File: config.mk
export PLATFORM = sky130hd
export DESIGN_NAME = seq_div
export DESIGN_NICKNAME = d
export VERILOG_FILES = /design/src/rtl/seq_div_pkg.sv /design/src/rtl/seq_div_step.sv /design/src/rtl/seq_div.sv
export SDC_FILE = /design/constraint.sdc
export NUM_CORES = 1
export LEC_CHECK = 0
export CAP_MARGIN = 20
export CELL_PAD_IN_SITES_DETAIL_PLACEMENT = 1
export CELL_PAD_IN_SITES_GLOBAL_PLACEMENT = 2
export CORE_UTILIZATION = 34
export CTS_BUF_LIST = sky130_fd_sc_hd__clkbuf_16
export CTS_CLUSTER_SIZE = 8
export DETAILED_ROUTE_END_ITERATION = 7
export GPL_TIMING_DRIVEN = 0
export PLACE_DENSITY_LB_ADDON = 0.1
export SLEW_MARGIN = 20
export SYNTH_ARGS = -nofsm -noshare
export SYNTH_HDL_FRONTEND = slang
export SYNTH_SLANG_ARGS = --single-unit
File: constraint.sdc
create_clock -name clk -period 6.3 [get_ports clk]
set_clock_uncertainty 0.05 [all_clocks]
set_input_delay 1.89 -clock clk [delete_from_list [all_inputs] [get_ports clk]]
set_output_delay 1.89 -clock clk [all_outputs]
set_load 0.01 [all_outputs]
File: src/rtl/seq_div_pkg.sv
// seq_div shared types and constants.
// Optional flush port: SEQ_DIV_FLUSH_EN.
package seq_div_pkg;

  typedef enum logic {
    IDLE = 1'b0,
    CALC = 1'b1
  } state_e;

  localparam int DEF_WIDTH = 32;

  function automatic int cnt_w(input int w);
    return $clog2(w + 1);
  endfunction

  localparam int CNT_W = cnt_w(DEF_WIDTH);

endpackage

File: src/rtl/seq_div_step.sv
// seq_div_step: one restoring shift-subtract iteration.
// Optional flush port (top only): SEQ_DIV_FLUSH_EN.
import seq_div_pkg::*;

module seq_div_step #(
  parameter int WIDTH = DEF_WIDTH
) (
  input  logic [WIDTH-1:0] rem_i,
  input  logic [WIDTH-1:0] dvs_i,
  input  logic             bit_i,
  output logic [WIDTH-1:0] rem_o,
  output logic             q_o
);

  logic [WIDTH:0] shf;
  logic [WIDTH:0] diff;

  // Trial subtract; the W+1 bit MSB is the borrow since rem < dvs.
  always_comb begin
    shf   = {rem_i, bit_i};
    diff  = shf - {1'b0, dvs_i};
    q_o   = ~diff[WIDTH];
    rem_o = q_o ? diff[WIDTH-1:0] : shf[WIDTH-1:0];
  end

endmodule

File: src/rtl/seq_div.sv
// seq_div: fixed-latency radix-2 restoring divider.
// Optional flush port: SEQ_DIV_FLUSH_EN.
import seq_div_pkg::*;

module seq_div #(
  parameter int WIDTH  = DEF_WIDTH,
  parameter bit SIGNED = 1'b1
) (
  input  logic               clk,
  input  logic               reset,
`ifdef SEQ_DIV_FLUSH_EN
  input  logic               flush,
`endif
  input  logic [WIDTH-1:0]   s_axis_dividend_tdata,
  input  logic               s_axis_dividend_tvalid,
  output logic               s_axis_dividend_tready,
  input  logic [WIDTH-1:0]   s_axis_divisor_tdata,
  input  logic               s_axis_divisor_tvalid,
  output logic               s_axis_divisor_tready,
  output logic [2*WIDTH-1:0] m_axis_dout_tdata,
  output logic               m_axis_dout_tvalid
);

  localparam int CW = cnt_w(WIDTH);
  localparam logic [CW-1:0] LAST = CW'(WIDTH - 1);

  state_e             state_q, state_d;
  logic [CW-1:0]      cnt_q, cnt_d;
  logic [WIDTH-1:0]   dvd_q, dvd_d;
  logic [WIDTH-1:0]   dvs_q, dvs_d;
  logic [WIDTH-1:0]   rem_q, rem_d;
  logic [WIDTH-1:0]   quo_q, quo_d;
  logic [WIDTH-1:0]   raw_q, raw_d;
  logic               ndvd_q, ndvd_d;
  logic               sgn_q, sgn_d;
  logic               zero_q, zero_d;
  logic [2*WIDTH-1:0] dout_q, dout_d;
  logic               vld_q, vld_d;

  logic               flush_w;
  logic               ready;
  logic               accept;
  logic [WIDTH-1:0]   step_rem;
  logic               step_q;
  logic [WIDTH-1:0]   q_raw;
  logic [WIDTH-1:0]   q_fin;
  logic [WIDTH-1:0]   r_fin;
  logic               a_neg;
  logic               b_neg;

`ifdef SEQ_DIV_FLUSH_EN
  assign flush_w = flush;
`else
  assign flush_w = 1'b0;
`endif

  assign ready  = (state_q == IDLE) & ~reset;
  assign accept = ready & s_axis_dividend_tvalid
                & s_axis_divisor_tvalid & ~flush_w;

  assign s_axis_dividend_tready = ready;
  assign s_axis_divisor_tready  = ready;
  assign m_axis_dout_tdata      = dout_q;
  assign m_axis_dout_tvalid     = vld_q;

  seq_div_step #(
    .WIDTH (WIDTH)
  ) u_step (
    .rem_i (rem_q),
    .dvs_i (dvs_q),
    .bit_i (dvd_q[WIDTH-1]),
    .rem_o (step_rem),
    .q_o   (step_q)
  );

  // Operand signs and final sign correction of the last step.
  always_comb begin
    a_neg = SIGNED & s_axis_dividend_tdata[WIDTH-1];
    b_neg = SIGNED & s_axis_divisor_tdata[WIDTH-1];
    q_raw = {quo_q[WIDTH-2:0], step_q};
    q_fin = sgn_q ? -q_raw : q_raw;
    r_fin = ndvd_q ? -step_rem : step_rem;
  end

  // Next-state and datapath update.
  always_comb begin
    state_d = state_q;
    cnt_d   = cnt_q;
    dvd_d   = dvd_q;
    dvs_d   = dvs_q;
    rem_d   = rem_q;
    quo_d   = quo_q;
    raw_d   = raw_q;
    ndvd_d  = ndvd_q;
    sgn_d   = sgn_q;
    zero_d  = zero_q;
    dout_d  = dout_q;
    vld_d   = 1'b0;
    unique case (state_q)
      IDLE: begin
        if (accept) begin
          state_d = CALC;
          cnt_d   = '0;
          dvd_d   = a_neg ? -s_axis_dividend_tdata
                          : s_axis_dividend_tdata;
          dvs_d   = b_neg ? -s_axis_divisor_tdata
                          : s_axis_divisor_tdata;
          rem_d   = '0;
          quo_d   = '0;
          raw_d   = s_axis_dividend_tdata;
          ndvd_d  = a_neg;
          sgn_d   = a_neg ^ b_neg;
          zero_d  = (s_axis_divisor_tdata == '0);
        end
      end
      CALC: begin
        if (flush_w) begin
          state_d = IDLE;
        end else begin
          cnt_d = cnt_q + CW'(1);
          dvd_d = {dvd_q[WIDTH-2:0], 1'b0};
          rem_d = step_rem;
          quo_d = q_raw;
          if (cnt_q == LAST) begin
            state_d = IDLE;
            vld_d   = 1'b1;
            dout_d  = zero_q ? {{WIDTH{1'b1}}, raw_q}
                             : {q_fin, r_fin};
          end
        end
      end
      default: state_d = IDLE;
    endcase
  end

  // State and datapath registers, synchronous reset.
  always_ff @(posedge clk) begin
    if (reset) begin
      state_q <= IDLE;
      cnt_q   <= '0;
      dvd_q   <= '0;
      dvs_q   <= '0;
      rem_q   <= '0;
      quo_q   <= '0;
      raw_q   <= '0;
      ndvd_q  <= 1'b0;
      sgn_q   <= 1'b0;
      zero_q  <= 1'b0;
      dout_q  <= '0;
      vld_q   <= 1'b0;
    end else begin
      state_q <= state_d;
      cnt_q   <= cnt_d;
      dvd_q   <= dvd_d;
      dvs_q   <= dvs_d;
      rem_q   <= rem_d;
      quo_q   <= quo_d;
      raw_q   <= raw_d;
      ndvd_q  <= ndvd_d;
      sgn_q   <= sgn_d;
      zero_q  <= zero_d;
      dout_q  <= dout_d;
      vld_q   <= vld_d;
    end
  end

endmodule

==> impl_metrics.py <==
metrics = {
    "logic_synthesis": {
        "multiplexer_share_of_the_synthesized_area_pct": 2.13,
        "post-synth-top-area-cell": "sky130_fd_sc_hd__dfxtp_1",
        "synth_enable_flop_cells": 0,
        "syn_area_um2": 14100,
        "netlist_instances": 1841,
        "synth.avg_cell_area_um2": 7.65,
        "dominantRegCellSynth": "sky130_fd_sc_hd__dfxtp_1",
        "synthTopCellsByArea": "sky130_fd_sc_hd__dfxtp_1 (33%), sky130_fd_sc_hd__a21oi_1 (7.1%), sky130_fd_sc_hd__nand2_1 (5.9%)",
        "ys_types": 87,
        "yosys.area_share.xor_xnor_pct": 8.46,
        "synthDominantCellAreaShare_pct": 33.1,
        "synth_most_common_cell": "sky130_fd_sc_hd__dfxtp_1",
        "combinational_family_with_the_most_area_after_synthesis": "compound AO/OA/AOI/OAI gates",
        "synth_fa_ha_area_share_pct": 3.43,
        "seq_area_frac_synth_pct": 33.1,
        "asyncSetResetFlopFracSynth_pct": 0,
        "yosys_register_bits": 233,
        "postSynthNetCount": 1947,
        "share_of_the_synthesized_area_in_compound_gates_ao_oa_aoi_oai_pct": 25.7,
        "ys_top_cells_by_count": "sky130_fd_sc_hd__dfxtp_1 (233), sky130_fd_sc_hd__nand2_1 (223), sky130_fd_sc_hd__a21oi_1 (200)",
        "total_of_warnings_raised_by_yosys": 0,
        "synthSimpleGateAreaFrac_pct": 21.8,
    },
    "route": {
        "number_of_design_rule_violations_left_by_the_first_detailed_router_iteration": 868,
        "route.detailed.wl_per_inst_um": 23.2,
        "route.detailed.vias_per_inst": 5.68,
        "dr.pass1.iters": 4,
        "final_antenna_net_count": 0,
        "num_vias": 14500,
        "route.detailed.drc": 0,
        "wirelength_um": 59200,
    },
    "setup_path": {
        "critPathMostFrequentCell": "sky130_fd_sc_hd__inv_1",
        "crit_chain": "inv_1 -> ha_1 -> inv_1 -> fa_1 -> a211oi_2 -> nor4_2 -> o2111ai_2 -> a21oi_4 -> o21a_4 -> nor2_8 -> clkbuf_4 -> clkbuf_4 -> mux2_2 -> inv_1 -> ha_1 -> nand2_1 -> a2111oi_2 -> a41oi_2 -> a2111oi_4 -> a31oi_1 -> xor2_1 -> a221oi_2",
        "crit_fanout": 10,
        "worst-r2r-setup-slack_ns": 0.28,
        "r2r-start": "dvd_q[31]$_SDFFE_PP0P_",
        "r2r.worst_path.cells": 22,
        "r2r_end": "m_axis_dout_tdata[28]$_SDFFE_PP0P_",
        "worstPathArrival_ns": 6.40,
        "data_required_time_of_the_worst_path_ns": 6.68,
        "category_of_the_most_critical_setup_path": "flop to flop",
        "critical_path_buf_inv_count": 5,
        "kind_of_capture_point_of_the_worst_setup_path": "flop",
        "startpoint_type": "flop",
        "cpPeakStageDelay_ns": 0.47,
        "worst_path_dominant_cell_family": "compound AO/OA/AOI/OAI gates",
        "critPathSlowestCell": "sky130_fd_sc_hd__a2111oi_4",
    },
    "floorplanning": {
        "fp.coreArea_um2": 40800,
        "dieWidth_um": 206,
        "placementRows": 74,
        "floorplan.io_pins": 135,
        "floorplan.initialDensity_pct": 34.5,
        "die_area_um2": 42300,
        "dieHeight_um": 206,
    },
    "sta": {
        "grt_setup_unrepaired": "false",
        "setup-violations-final": 0,
        "max_clk_rate_mhz": 166,
        "worst_slew_margin_rel_pct": 37.5,
        "final.hold.worst_slack_ns": 0.406,
        "fin_tns_setup_ns": 0,
        "finalHoldViolations": 0,
        "actual_slew_at_the_worst_max_slew_pin_ns": 0.937,
        "finalWorstPathRequiredPeriod_ns": 6.02,
        "report.final.slew_viol_count": 0,
        "finalCritPeriodShare_pct": 95.6,
    },
    "final_layout": {
        "syn2layout_area_growth_pct": 21.3,
        "design.final.nets": 2118,
        "area.sequential_um2": 4660,
        "antennaDiodeCount": 0,
        "fill_count": 5040,
        "multi_input_comb_area_um2": 8710,
        "final_layout_size_suffix_gt1_share_pct": 5.40,
    },
    "power": {
        "power.sequential.fraction_pct": 31.6,
        "switching_fraction_pct": 37.3,
        "combPwrFrac_pct": 33.7,
        "total_leakage_power_nw": 6.48,
        "power.share.clock_pct": 34.7,
        "total_switching_power_mw": 1.82,
        "p_int_mw": 3.06,
        "power_density_over_the_cells_nw_per_um2": 285,
        "vdd_drop_max_mv": 0.159,
    },
    "flow_run": {
        "drv.max_cap_violation_count": 0,
    },
    "clock_network": {
        "h-tree-depth": 2,
        "root_buffer": "sky130_fd_sc_hd__clkbuf_16",
        "clock_pin_slew_reported_for_the_worst_setup_and_hold_paths_after_clock_tree_synthesis_ns": 0.05,
        "cts_tree": "built",
        "holdBufCountCts": 0,
        "cts-buffers-inserted": 35,
        "clk_latency_ns": 0.55,
        "numClockSinks": 233,
        "cts_max_path_bufs": 3,
    },
    "global_route": {
        "overflow": 0,
        "grt_max_degree": 16,
        "grtUsageTotal_pct": 27.7,
        "grt_pass1_vias": 14400,
        "antenna_violations_before_repair": 0,
        "grt_first_pass_wirelength_um": 88400,
    },
    "placement": {
        "hpwlAfterDp_um": 46000,
        "io_buffer_count": 134,
        "place_congestion": 0.894,
    },
    "status": {
        "status": "completed",
    },
    "min_path": {
        "hold_depth": 2,
        "worstHoldStart": "raw_q[12]$_SDFFE_PP0P_",
        "worst_hold_path.endpoint": "raw_q[12]$_SDFFE_PP0P_",
        "holdCritPathClass": "flop to flop",
    },
}
-- through the flow --
stage	power (mW)	util [%]	setup slack, ns	instances	area (µm²)
2_1_floorplan	2.60	-	1.14	1841	14100
3_3_place_gp	3.14	39.4	-1.10	2507	16100
3_5_place_dp	3.15	39.4	-1.09	2507	16100
4_1_cts	4.87	41.8	0.0168	2551	17100
5_1_grt	5.06	41.8	0.0000142	2551	17100
6_report	4.88	41.8	0.277	2551	17100
-- flip-flops by register name, summed over array words and instances (netlist names) --
signal	cells
state_q	1
m_axis_dout_tvalid	1
raw_q	32
dvd_q	32
m_axis_dout_tdata	64
quo_q	31
sgn_q	1
zero_q	1
dvs_q	32
cnt_q	6
rem_q	32
-- power groups by stage --
stage / Sequential [mW] / Clock [mW] / Combinational (mW)
after floorplan: 1.56 / 0 / 1.04
after global placement: 1.57 / 0 / 1.57
after detailed placement: 1.57 / 0 / 1.58
after CTS: 1.54 / 1.72 / 1.61
after global routing: 1.54 / 1.77 / 1.75
final: 1.54 / 1.69 / 1.65
-- worst max path at each step --
| stage | startpoint | cells past startpoint | to | slack (ns) |
|---|---|---|---|---|
| 6_report | dvd_q[31]$_SDFFE_PP0P_ | 22 | m_axis_dout_tdata[28]$_SDFFE_PP0P_ | 0.28 |
| 5_1_grt | dvd_q[31]$_SDFFE_PP0P_ | 22 | m_axis_dout_tdata[28]$_SDFFE_PP0P_ | 0.00001 |
| 4_1_cts | dvd_q[31]$_SDFFE_PP0P_ | 22 | m_axis_dout_tdata[28]$_SDFFE_PP0P_ | 0.02 |
| 3_5_place_dp | dvd_q[31]$_SDFFE_PP0P_ | 22 | m_axis_dout_tdata[30]$_SDFFE_PP0P_ | -1.09 |
| 3_3_place_gp | dvd_q[31]$_SDFFE_PP0P_ | 22 | m_axis_dout_tdata[30]$_SDFFE_PP0P_ | -1.10 |
| 2_1_floorplan | dvd_q[31]$_SDFFE_PP0P_ | 21 | m_axis_dout_tdata[28]$_SDFFE_PP0P_ | 1.14 |
-- layout make-up --
cell class                 count  share of cell area, %
sequential                   233                   27.3
clock inverter                 9                  0.286
multi-input combinational   1414                   51.0
buffer                       132                   3.18
inverter                      61                   1.34
clock buffer                  35                   5.13
tap                          532                   3.90
timing repair buffer         135                   7.90
-- routing by layer --
layer	global-route usage [%]	vias up	part of all wire, %
li1	-	6922	-
met5	0	-	0
met4	6.59	0	1.6
met1	39.2	7179	49
met3	2.95	63	4.3
met2	44.9	328	45
-- cell families after synthesis --
group                      after synthesis
xor gates and xnor gates               136
AOI/OAI and AO/OA                      561
muxes                                   29
buffers and inverters                  194
DFF                                    233
adders and majority gates               38
and+or+nand+nor                        650
-- cells in the final DEF (no fill, tap or decap), drive strengths merged, types with 5 or more instances in the layout --
cell | netlist | routed
o21ai | 124 | 124
o41ai | 15 | 15
and3 | 54 | 54
nand2b | 10 | 10
ha | 37 | 37
nor2 | 181 | 181
a41oi | 5 | 5
nor4 | 12 | 12
clkdlybuf4s50 | 0 | 134
and2 | 8 | 8
a21o | 11 | 11
inv | 59 | 67
a211oi | 10 | 10
a31oi | 38 | 38
a22oi | 19 | 19
nand2 | 223 | 223
o2111ai | 6 | 6
xor2 | 76 | 76
a221oi | 20 | 20
nand4 | 19 | 19
nand3 | 46 | 46
dfxtp | 233 | 233
a2111oi | 6 | 6
xnor2 | 60 | 60
mux2i | 21 | 21
a21boi | 7 | 7
o31ai | 33 | 33
a21oi | 203 | 203
or3 | 22 | 22
o21a | 5 | 5
o211ai | 18 | 18
a311oi | 9 | 9
or4 | 22 | 22
nor3 | 37 | 37
o22ai | 8 | 8
buf | 29 | 27
mux2 | 8 | 8
clkbuf | 104 | 141
o211a | 9 | 9
-- worst min-delay path, delay by kind of cell, from the launching register on --
kind,cells,cell delay (ns)
compound gates,1,0.05
simple gates,1,0.05
flops,1,0.30
-- what timing repair did --
| action | in CTS | in global routing |
|---|---|---|
| gates resized for setup | 5 | 6 |
| pin swaps | 1 | 0 |
| endpoints found under the hold margin | 0 | 0 |
| setup endpoints to repair | 19 | 9 |
| setup buffers | 1 | 0 |
No activity file was read; power rests on OpenSTA's default activity.
